<file path="src/rtl/mark_sched_pkg.sv">
// Shared types and constants for the mark-search tick scheduler.
// The stall watchdog is enabled with MARK_TICK_STALL_WATCHDOG_EN.
package mark_sched_pkg;

  typedef enum logic [1:0] {
    IDLE = 2'd0,
    RUN  = 2'd1,
    DONE = 2'd2
  } sched_state_t;

  localparam int DEFAULT_STALL_TICKS = 16;

  // Width of an engine index; never narrower than one bit.
  function automatic int idx_w(input int n);
    return (n <= 2) ? 1 : $clog2(n);
  endfunction

endpackage

</file>
<file path="src/rtl/mark_rr_arbiter.sv">
// Combinational round-robin pick: first set request strictly after ptr,
// wrapping from the top index back to 0.
module mark_rr_arbiter
  import mark_sched_pkg::*;
#(
  parameter int NUM_REQ = 4,
  parameter int IDX_W   = idx_w(NUM_REQ)
) (
  input  logic [NUM_REQ-1:0] req,
  input  logic [IDX_W-1:0]   ptr,
  output logic [NUM_REQ-1:0] onehot,
  output logic [IDX_W-1:0]   idx,
  output logic               any
);

  logic             hi_hit;
  logic             lo_hit;
  logic [IDX_W-1:0] hi_idx;
  logic [IDX_W-1:0] lo_idx;

  // Requests above the pointer beat the wrapped-around ones at or below it.
  always_comb begin
    hi_hit = 1'b0;
    lo_hit = 1'b0;
    hi_idx = '0;
    lo_idx = '0;
    for (int j = 0; j < NUM_REQ; j++) begin
      if (req[j[IDX_W-1:0]]) begin
        if (j > int'(ptr)) begin
          if (!hi_hit) begin
            hi_hit = 1'b1;
            hi_idx = j[IDX_W-1:0];
          end
        end else if (!lo_hit) begin
          lo_hit = 1'b1;
          lo_idx = j[IDX_W-1:0];
        end
      end
    end
    any    = hi_hit | lo_hit;
    idx    = hi_hit ? hi_idx : lo_idx;
    onehot = any ? (NUM_REQ'(1) << idx) : '0;
  end

endmodule

</file>
<file path="src/rtl/mark_tick_scheduler.sv">
// Tick-slot scheduler issuing budgeted round-robin grant strobes to the
// mark-search engines. Optional stall watchdog: MARK_TICK_STALL_WATCHDOG_EN.
module mark_tick_scheduler
  import mark_sched_pkg::*;
#(
  parameter int NUM_REQ  = 4,
  parameter int DIV_W    = 8,
  parameter int BUDGET_W = 32
`ifdef MARK_TICK_STALL_WATCHDOG_EN
  ,
  parameter int STALL_TICKS = DEFAULT_STALL_TICKS
`endif
) (
  input  logic                       clk,
  input  logic                       reset,
  input  logic                       start,
  input  logic                       abort,
  input  logic [DIV_W-1:0]           div,
  input  logic [BUDGET_W-1:0]        budget,
  input  logic [NUM_REQ-1:0]         req,
  output logic [NUM_REQ-1:0]         grant,
  output logic [idx_w(NUM_REQ)-1:0]  grant_idx,
  output logic                       busy,
  output logic                       done,
  output logic                       aborted,
  output logic [BUDGET_W-1:0]        grants_issued
`ifdef MARK_TICK_STALL_WATCHDOG_EN
  ,
  output logic                       stalled
`endif
);

  localparam int IDX_W = idx_w(NUM_REQ);

  sched_state_t         state_q;
  sched_state_t         state_d;
  logic [DIV_W-1:0]     div_q;
  logic [DIV_W-1:0]     cnt_q;
  logic [BUDGET_W-1:0]  remaining_q;
  logic [IDX_W-1:0]     ptr_q;

  logic [NUM_REQ-1:0]   arb_onehot;
  logic [IDX_W-1:0]     arb_idx;
  logic                 arb_any;

  logic                 start_ok;
  logic                 tick;
  logic                 do_grant;
  logic                 last_grant;
  logic                 stall_hit;

  mark_rr_arbiter #(
    .NUM_REQ (NUM_REQ),
    .IDX_W   (IDX_W)
  ) u_arb (
    .req    (req),
    .ptr    (ptr_q),
    .onehot (arb_onehot),
    .idx    (arb_idx),
    .any    (arb_any)
  );

`ifdef MARK_TICK_STALL_WATCHDOG_EN
  localparam int STALL_W = $clog2(STALL_TICKS + 1);
  logic [STALL_W-1:0] empty_ticks_q;

  assign stall_hit = tick && !arb_any && (empty_ticks_q == STALL_W'(STALL_TICKS - 1));
`else
  assign stall_hit = 1'b0;
`endif

  assign busy = (state_q == RUN);
  assign done = (state_q == DONE);

  always_ff @(posedge clk or negedge reset) begin
    if (!reset) state_q <= IDLE;
    else        state_q <= state_d;
  end

  // Abort outranks a same-cycle tick, so a tick only counts when abort is low.
  always_comb begin
    start_ok   = start && (state_q != RUN);
    tick       = (state_q == RUN) && !abort && (cnt_q == '0);
    do_grant   = tick && arb_any;
    last_grant = do_grant && (remaining_q == BUDGET_W'(1));
    state_d    = state_q;
    case (state_q)
      IDLE, DONE: if (start) state_d = (budget == '0) ? DONE : RUN;
      RUN:        if (abort || last_grant || stall_hit) state_d = DONE;
      default:    state_d = IDLE;
    endcase
  end

  // Datapath; the pointer resets to the top index so index 0 wins first.
  always_ff @(posedge clk or negedge reset) begin
    if (!reset) begin
      div_q         <= '0;
      cnt_q         <= '0;
      remaining_q   <= '0;
      ptr_q         <= IDX_W'(NUM_REQ - 1);
      grant         <= '0;
      grant_idx     <= '0;
      aborted       <= 1'b0;
      grants_issued <= '0;
    end else begin
      grant <= '0;
      if (start_ok) begin
        div_q         <= div;
        cnt_q         <= div;
        remaining_q   <= budget;
        grants_issued <= '0;
        aborted       <= 1'b0;
      end else if (state_q == RUN) begin
        if (abort || stall_hit) begin
          aborted <= 1'b1;
        end else if (cnt_q != '0) begin
          cnt_q <= cnt_q - DIV_W'(1);
        end else begin
          cnt_q <= div_q;
          if (do_grant) begin
            grant       <= arb_onehot;
            grant_idx   <= arb_idx;
            ptr_q       <= arb_idx;
            remaining_q <= remaining_q - BUDGET_W'(1);
            if (grants_issued != '1) grants_issued <= grants_issued + BUDGET_W'(1);
          end
        end
      end
    end
  end

`ifdef MARK_TICK_STALL_WATCHDOG_EN
  // Counts consecutive empty ticks; any grant or a new run clears it.
  always_ff @(posedge clk or negedge reset) begin
    if (!reset) begin
      empty_ticks_q <= '0;
      stalled       <= 1'b0;
    end else if (start_ok) begin
      empty_ticks_q <= '0;
      stalled       <= 1'b0;
    end else if (stall_hit) begin
      empty_ticks_q <= '0;
      stalled       <= 1'b1;
    end else if (do_grant) begin
      empty_ticks_q <= '0;
    end else if (tick) begin
      empty_ticks_q <= empty_ticks_q + STALL_W'(1);
    end
  end
`endif

endmodule

</file>
<file path="config.mk">
export PLATFORM = sky130hd
export DESIGN_NAME = mark_tick_scheduler
export DESIGN_NICKNAME = d
export VERILOG_FILES = /design/src/rtl/mark_sched_pkg.sv /design/src/rtl/mark_rr_arbiter.sv /design/src/rtl/mark_tick_scheduler.sv
export SDC_FILE = /design/constraint.sdc
export NUM_CORES = 1
export LEC_CHECK = 0
export CORE_ASPECT_RATIO = 2
export CORE_UTILIZATION = 59
export CTS_BUF_LIST = sky130_fd_sc_hd__clkbuf_8
export DETAILED_ROUTE_END_ITERATION = 6
export PLACE_DENSITY = 0.94
export SKIP_LAST_GASP = 1
export SYNTH_ARGS = -nofsm -noshare
export SYNTH_HDL_FRONTEND = slang
export SYNTH_HIERARCHICAL = 1
export SYNTH_SLANG_ARGS = --single-unit
</file>
<file path="constraint.sdc">
create_clock -name clk -period 6 [get_ports clk]
set_input_delay 0.6 -clock clk [delete_from_list [all_inputs] [get_ports clk]]
set_output_delay 0.6 -clock clk [all_outputs]
set_load 0.1 [all_outputs]
</file>
==> impl_metrics.csv <==
group,metric,value,unit
clocking,cts_tree,"built",
power,power.density,301,nW/um^2
sta,finalCritPeriodShare,61.9,%
place,routabilityCongestion,0.943,
drt,vias_per_cell,6.89,
synth,synth.distinct_cells,71,
sta,fin_skew,0.00948,ns
drt,wire_per_inst,19.0,um
sta,slew_headroom,33.2,%
synth,synth_area,5250,um^2
sta,rsz0062_at_grt,"no",
power,p_total,1.92,mW
clocking,post_cts_resized,0,
clocking,cts.clk_slew.worst_paths,0.09,ns
sta,maxSlewViolCount,0,
synth,synth-main-ff-cell,"dfrtp_1",
worst_setup_path,crit_fanout,26,
finish,regArea,2280,um^2
finish,fin_nets,719,
drt,drc_errors,0,
synth,syn-instance-count,593,
clocking,ctsLongestPathBuffers,2,
synth,ys_warn_count,6,
finish,drive_gt1_share,7.45,%
synth,yosys.area.top_type,"dfrtp_1",
place,portBuffers,88,
power,ir_drop,0.293,mV
drt,drtPass1Iterations,7,
floorplan,start_util,60.7,%
finish,fill_cells,642,
worst_setup_path,worstSetupPathType,"input pin to flip-flop",
worst_setup_path,worst_setup_path_start_kind,"input pin",
synth,synth_area_leaders,"dfrtp_1 42%, nand2_1 6.2%, a21oi_1 3.7%",
drt,via_count,5314,
global_route,grt_pass1_wl,23800,um
global_route,grt_max_degree,61,
worst_setup_path,critPathBufInv,1,
synth,synth_edf_count,0,
finish,diodes,0,
run_status,outcome,"complete, no violations",
global_route,grtUsageTotal,34.1,%
synth,syn_nets,646,
synth,synth_top_area_share,42.4,%
floorplan,dieArea,9300,um^2
synth,async_flop_share,100,%
global_route,antenna_found_initial,0,
synth,syn_avg_cell_area,8.85,um^2
worst_setup_path,worst_path_max_delay_cell,"or3_1",
floorplan,die_x,68.7,um
clocking,postCtsSetupRepairBufs,0,
sta,worst_slew_pin_slew,0.999,ns
sta,final-setup-viol-count,0,
sta,post-route-min-period,3.71,ns
worst_setup_path,critPathCaptureType,"flip-flop",
finish,multi_input_area,2800,um^2
sta,hold_viol,0,
place,hpwl,10400,um
worst_setup_path,crit_chain,"clkdlybuf4s50_1, nor2_1, nand2_1, or4bb_1, or3_1, or4_4, o311a_1, a221o_1",
finish,synthToLayoutAreaGrowth,21.4,%
global_route,grt_pass1_vias,5051,
floorplan,io_pins,89,
clocking,htreeDepth,3,
hold_path,min_path_type,"input pin to async pin",
clocking,numCtsBuffers,9,
drt,ant_nets,0,
clocking,clockRootBuffer,"clkbuf_8",
worst_setup_path,max_stage_delay,0.70,ns
floorplan,die_h,135,um
worst_setup_path,cp_data_required_time,6.27,ns
run,max_cap_viol_count,0,
drt,wl,14600,um
drt,drtIter0Drc,444,
worst_setup_path,arrival,3.98,ns
floorplan,rows,48,
worst_setup_path,cp_top_family,"simple AND/OR/NAND/NOR gates",
sta,setup_tns,0,ns
floorplan,coreArea,8650,um^2
sta,fmax,269,MHz
global_route,grt_overflow_total,0,
power,leakagePower,2.49,nW
synth,synth-seq-cells,91,
clocking,insertion_delay,0.37,ns
clocking,cts_hold_repair.buffers,0,
clocking,cts.sinks,91,
synth,synth.yosys.seq_area_share,43.4,%
through the flow:
stage                     area (um^2)  setup slack (ns)  utilization (%)  std cells  hold WS, ns
after CTS                        6370              2.32             73.7        771        0.155
after floorplan                  5250              2.75                -        593        0.304
after global routing             6370              2.07             73.7        771        0.168
final                            6370              2.29             73.7        771        0.144
after detailed placement         6180              1.92             71.4        755        0.466
after global placement           6180              2.00             71.4        755        0.461
path summary, 6_finish.rpt:
check	from	to	slack [ns]	cells past startpoint
worst max-delay path	req[3]	remaining_q[30]$_DFFE_PN0P_	2.29	8
worst min-delay path	reset	grants_issued[11]$_DFFE_PN0P_	0.14	1
worst max register to register	cnt_q[2]$_DFFE_PN0P_	remaining_q[30]$_DFFE_PN0P_	2.68	5
worst min register to register	div_q[7]$_DFFE_PN0P_	div_q[7]$_DFFE_PN0P_	0.49	2
max in group asynchronous	reset	remaining_q[13]$_DFFE_PN0P_	4.75	2
min in group clk	div_q[7]$_DFFE_PN0P_	div_q[7]$_DFFE_PN0P_	0.49	2
registers in the layout (all words and copies together) (netlist names):
signal         cells
remaining_q       32
state_q            2
grants_issued     32
grant              4
div_q              8
cnt_q              8
ptr_q              2
grant_idx          2
aborted            1
where the power goes:
group | switching [mW] | total, mW | leakage [nW] | internal (mW)
Clock | 0.219 | 0.420 | 0.101 | 0.200
Sequential | 0.135 | 0.866 | 1.17 | 0.731
Combinational | 0.406 | 0.635 | 1.21 | 0.229
Total | 0.760 | 1.92 | 2.49 | 1.16
cells in the mapped netlist (4+ instances only):
cell      count
nor3_1       22
o211ai_1      7
inv_1        12
a31oi_1       5
or2_2         8
a21oi_1      39
nand2b_1      5
a221o_1      15
or3_1        15
nor4_1       21
or4_1        20
a22oi_1       6
nand3_1      17
o31ai_1      22
nor2_1       33
o21ai_0      32
and3_1        5
and2_1        6
ha_1          5
clkbuf_1     26
nand4_1      10
dfrtp_1      89
xor2_1        4
nand2_1      87
area by class of cell:
type	instances	share of cell area, %
multi-input combinational	456	43.9
sequential	91	35.8
timing repair buffer	94	14.5
clock buffer	10	2.16
tap	100	1.96
clock inverter	6	0.903
inverter	14	0.824
kinds of logic after synthesis:
kind of cell	Yosys count	synth area share, %
XOR/XNOR	7	1.17
flip-flops	91	43.4
adder cells (fa/ha/maj)	5	1.19
multiplexers	2	0.381
AND/OR/NAND/NOR	272	27.4
buffers and inverters	46	3.62
AO/OA/AOI/OAI	170	22.8
metal layers:
metal  GRT usage, %  vias up  wire length (um)
met5              0        -                 0
met4           21.0        0               737
met3           7.49       61               834
met2           56.0      272              7740
met1           38.8     2580              5300
li1               -     2401                 -
layout by cell type, fill, tap and decap left out, types with 4 or more instances in the layout:
cell type / Yosys / final
or3_1: 15 / 15
clkdlybuf4s50_1: 0 / 87
nor2_1: 33 / 32
inv_1: 12 / 14
o211ai_1: 7 / 7
or2_2: 8 / 8
a22oi_1: 6 / 6
xor2_1: 4 / 4
nor3_1: 22 / 21
a31oi_1: 5 / 5
a21oi_1: 39 / 39
a221o_1: 15 / 15
nor4_1: 21 / 21
or4_1: 20 / 20
clkbuf_8: 0 / 10
dfrtp_1: 89 / 89
nand2_1: 87 / 87
o21ai_0: 32 / 32
and2_1: 6 / 6
nand2b_1: 5 / 5
buf_4: 0 / 7
nand4_1: 10 / 10
ha_1: 5 / 5
and3_1: 5 / 5
o31ai_1: 22 / 21
nand3_1: 17 / 17
Note: power is estimated with default switching activity, not from simulation.
==> RTL change (same flow settings) <==
Encoding of `sched_state_t`: now one-hot (3 bits for 3 states).
--- a/src/rtl/mark_sched_pkg.sv
+++ b/src/rtl/mark_sched_pkg.sv
@@ -3,8 +3,8 @@
 package mark_sched_pkg;
 
-  typedef enum logic [1:0] {
-    IDLE = 2'd0,
-    RUN  = 2'd1,
-    DONE = 2'd2
+  typedef enum logic [2:0] {
+    IDLE = 3'b001,
+    RUN  = 3'b010,
+    DONE = 3'b100
   } sched_state_t;
 
Behaviour: same outputs for any inputs over 4 cycles, from zero or initial values and one cycle with reset low; so few cycles prove little.
==> RTL change against the original RTL <==
Area after synthesis grew 5.0%. Design area grew 3.7%. Wire length grew 13%. Sequential cell count grew 1. Synthesized cell count grew 5.6%. Sequential power is essentially flat. Worst setup slack gained 440 ps. Total power shrank 3.9%. Register-to-register slack gained 340 ps. Critical path type is now reg -> out. Largest power group unchanged.
==> RTL change: results (changes against the original RTL) <==
status - finished clean (unchanged)
CP top delay family - buffers and inverters (was simple AND/OR/NAND/NOR gates)
sequential area share after synthesis - 0.418 (was 0.434)
Iteration-0 DRC Markers - 676 (was 444)
final wirelength - 16.6 mm (was 14.6 mm)
post-synthesis adder-cell area fraction - 0.0114 (was 0.0119)
CP Max Fanout - 8 (was 26)
largest net degree at the start of global routing - 59 (was 61)
Max Clock Skew - 17.5 ps (was 9.48 ps)
synth unique cells - 74 (was 71)
synth top area cells - dfrtp_1 40%, nand2_1 6.6%, a21oi_1 3.6% (was dfrtp_1 42%, nand2_1 6.2%, a21oi_1 3.7%)
Final #Nets - 745 (was 719)
slowest stage delay, CP - 1160 ps (was 700 ps)
Post-CTS Setup Bufs - 0 (unchanged)
Leak - 2.54 nW (was 2.49 nW)
worst r2r dst - grants_issued[0] (was remaining_q[30])
Worst VDD drop - 245 uV (was 293 uV)
Arr. time, crit path - 2680 ps (was 3980 ps)
share of layout cells above drive strength 1 - 0.0689 (was 0.0745)
GR Util met2 - 0.581 (was 0.560)
r2r setup slk - 3020 ps (was 2680 ps)
1st-pass router iterations - 6 (was 7)
WL met1 - 5.76 mm (was 5.30 mm)
RePlAce Congestion - 1.00 (was 0.943)
vias in the first global route - 5541 (was 5051)
YS warnings - 6 (unchanged)
Tmin final - 3280 ps (was 3710 ps)
Synthesized Nets - 679 (was 646)
GRT Total Usage - 0.340 (was 0.341)
met3 WL post-DR - 1.39 mm (was 834 um)
grt met1 use - 0.391 (was 0.388)
ANT cells - 0 (unchanged)
CTS clk-pin slew, worst paths - 100 ps
Critical Path Source - state_q[2] (was req[3])
Worst path slowest cell - clkdlybuf4s50_1 (was or3_1)
Worst setup endpoint - busy (was remaining_q[30])
post-synthesis mux area share - 0.00772 (was 0.00381)
met2 wire length - 8.54 mm (was 7.74 mm)
vias after detailed routing - 5843 (was 5314)
DPL Wire Length - 11.4 mm (was 10.4 mm)
post_cts resized - 0 (unchanged)
pre-CTS setup slack - 2640 ps (was 1920 ps)
synth cell count leaders - 97 x nand2_1, 89 x dfrtp_1, 40 x a21oi_1 (was 89 x dfrtp_1, 87 x nand2_1, 39 x a21oi_1)
Synth Area in Compound Gates - 0.219 (was 0.228)
worst-margin pin slew - 1000 ps (was 999 ps)
xor/xnor share of the synthesized area - 0.0127 (was 0.0117)
sw power - 0.000669 W (was 0.000760 W)
met3 GRT Util - 0.0596 (was 0.0749)
HP Class - in -> async (unchanged)
first-pass GRT wire length - 26.7 mm (was 23.8 mm)
## RTL change: through the flow
| step | utilization | total power (W) | instance area [um^2] | instances | hold slack (ps) |
|---|---|---|---|---|---|
| final | 0.733 | 0.00185 | 6610 | 799 | 159 |
| after global routing | 0.733 | 0.00192 | 6610 | 799 | 192 |
| after CTS | 0.733 | 0.00183 | 6610 | 799 | 175 |
| after detailed placement | 0.707 | 0.00135 | 6370 | 783 | 464 |
| after global placement | 0.707 | 0.00131 | 6370 | 783 | 456 |
| after floorplan | - | 0.00118 | 5510 | 626 | 304 |
## RTL change: cell type report
| class | instances | area [um^2] |
|---|---|---|
| Sequential cell | 92 | 2310 |
| Inverter | 16 | 60.1 |
| Tap cell | 102 | 128 |
| Fill cell | 634 | 2400 |
| Clock buffer | 11 | 151 |
| Timing Repair Buffer | 93 | 916 |
| Multi-Input combinational cell | 480 | 2960 |
| Clock inverter | 5 | 83.8 |
## RTL change: worst min path at each step
stage	cells past startpoint	startpoint	to
finish	1	reset	remaining_q[31]
global route	1	reset	remaining_q[31]
CTS	1	reset	remaining_q[31]
detailed placement	2	div_q[3]	div_q[3]
global placement	2	div_q[6]	div_q[6]
floorplan	0	reset	aborted
## RTL change: kinds of logic after synthesis
logic type,count (synthesis)
muxes,4
xor gates and xnor gates,8
DFF,92
buffers and inverters,54
AOI/OAI and AO/OA,169
and+or+nand+nor,294
adders and majority gates,5
## RTL change: power by group through the flow
stage | Combinational, W | Clock [W] | Sequential, W
after floorplan | 0.000344 | 0 | 0.000839
after CTS | 0.000487 | 0.000488 | 0.000854
after detailed placement | 0.000484 | 0 | 0.000863
final | 0.000496 | 0.000487 | 0.000863
after global placement | 0.000460 | 0 | 0.000852
after global routing | 0.000536 | 0.000513 | 0.000873
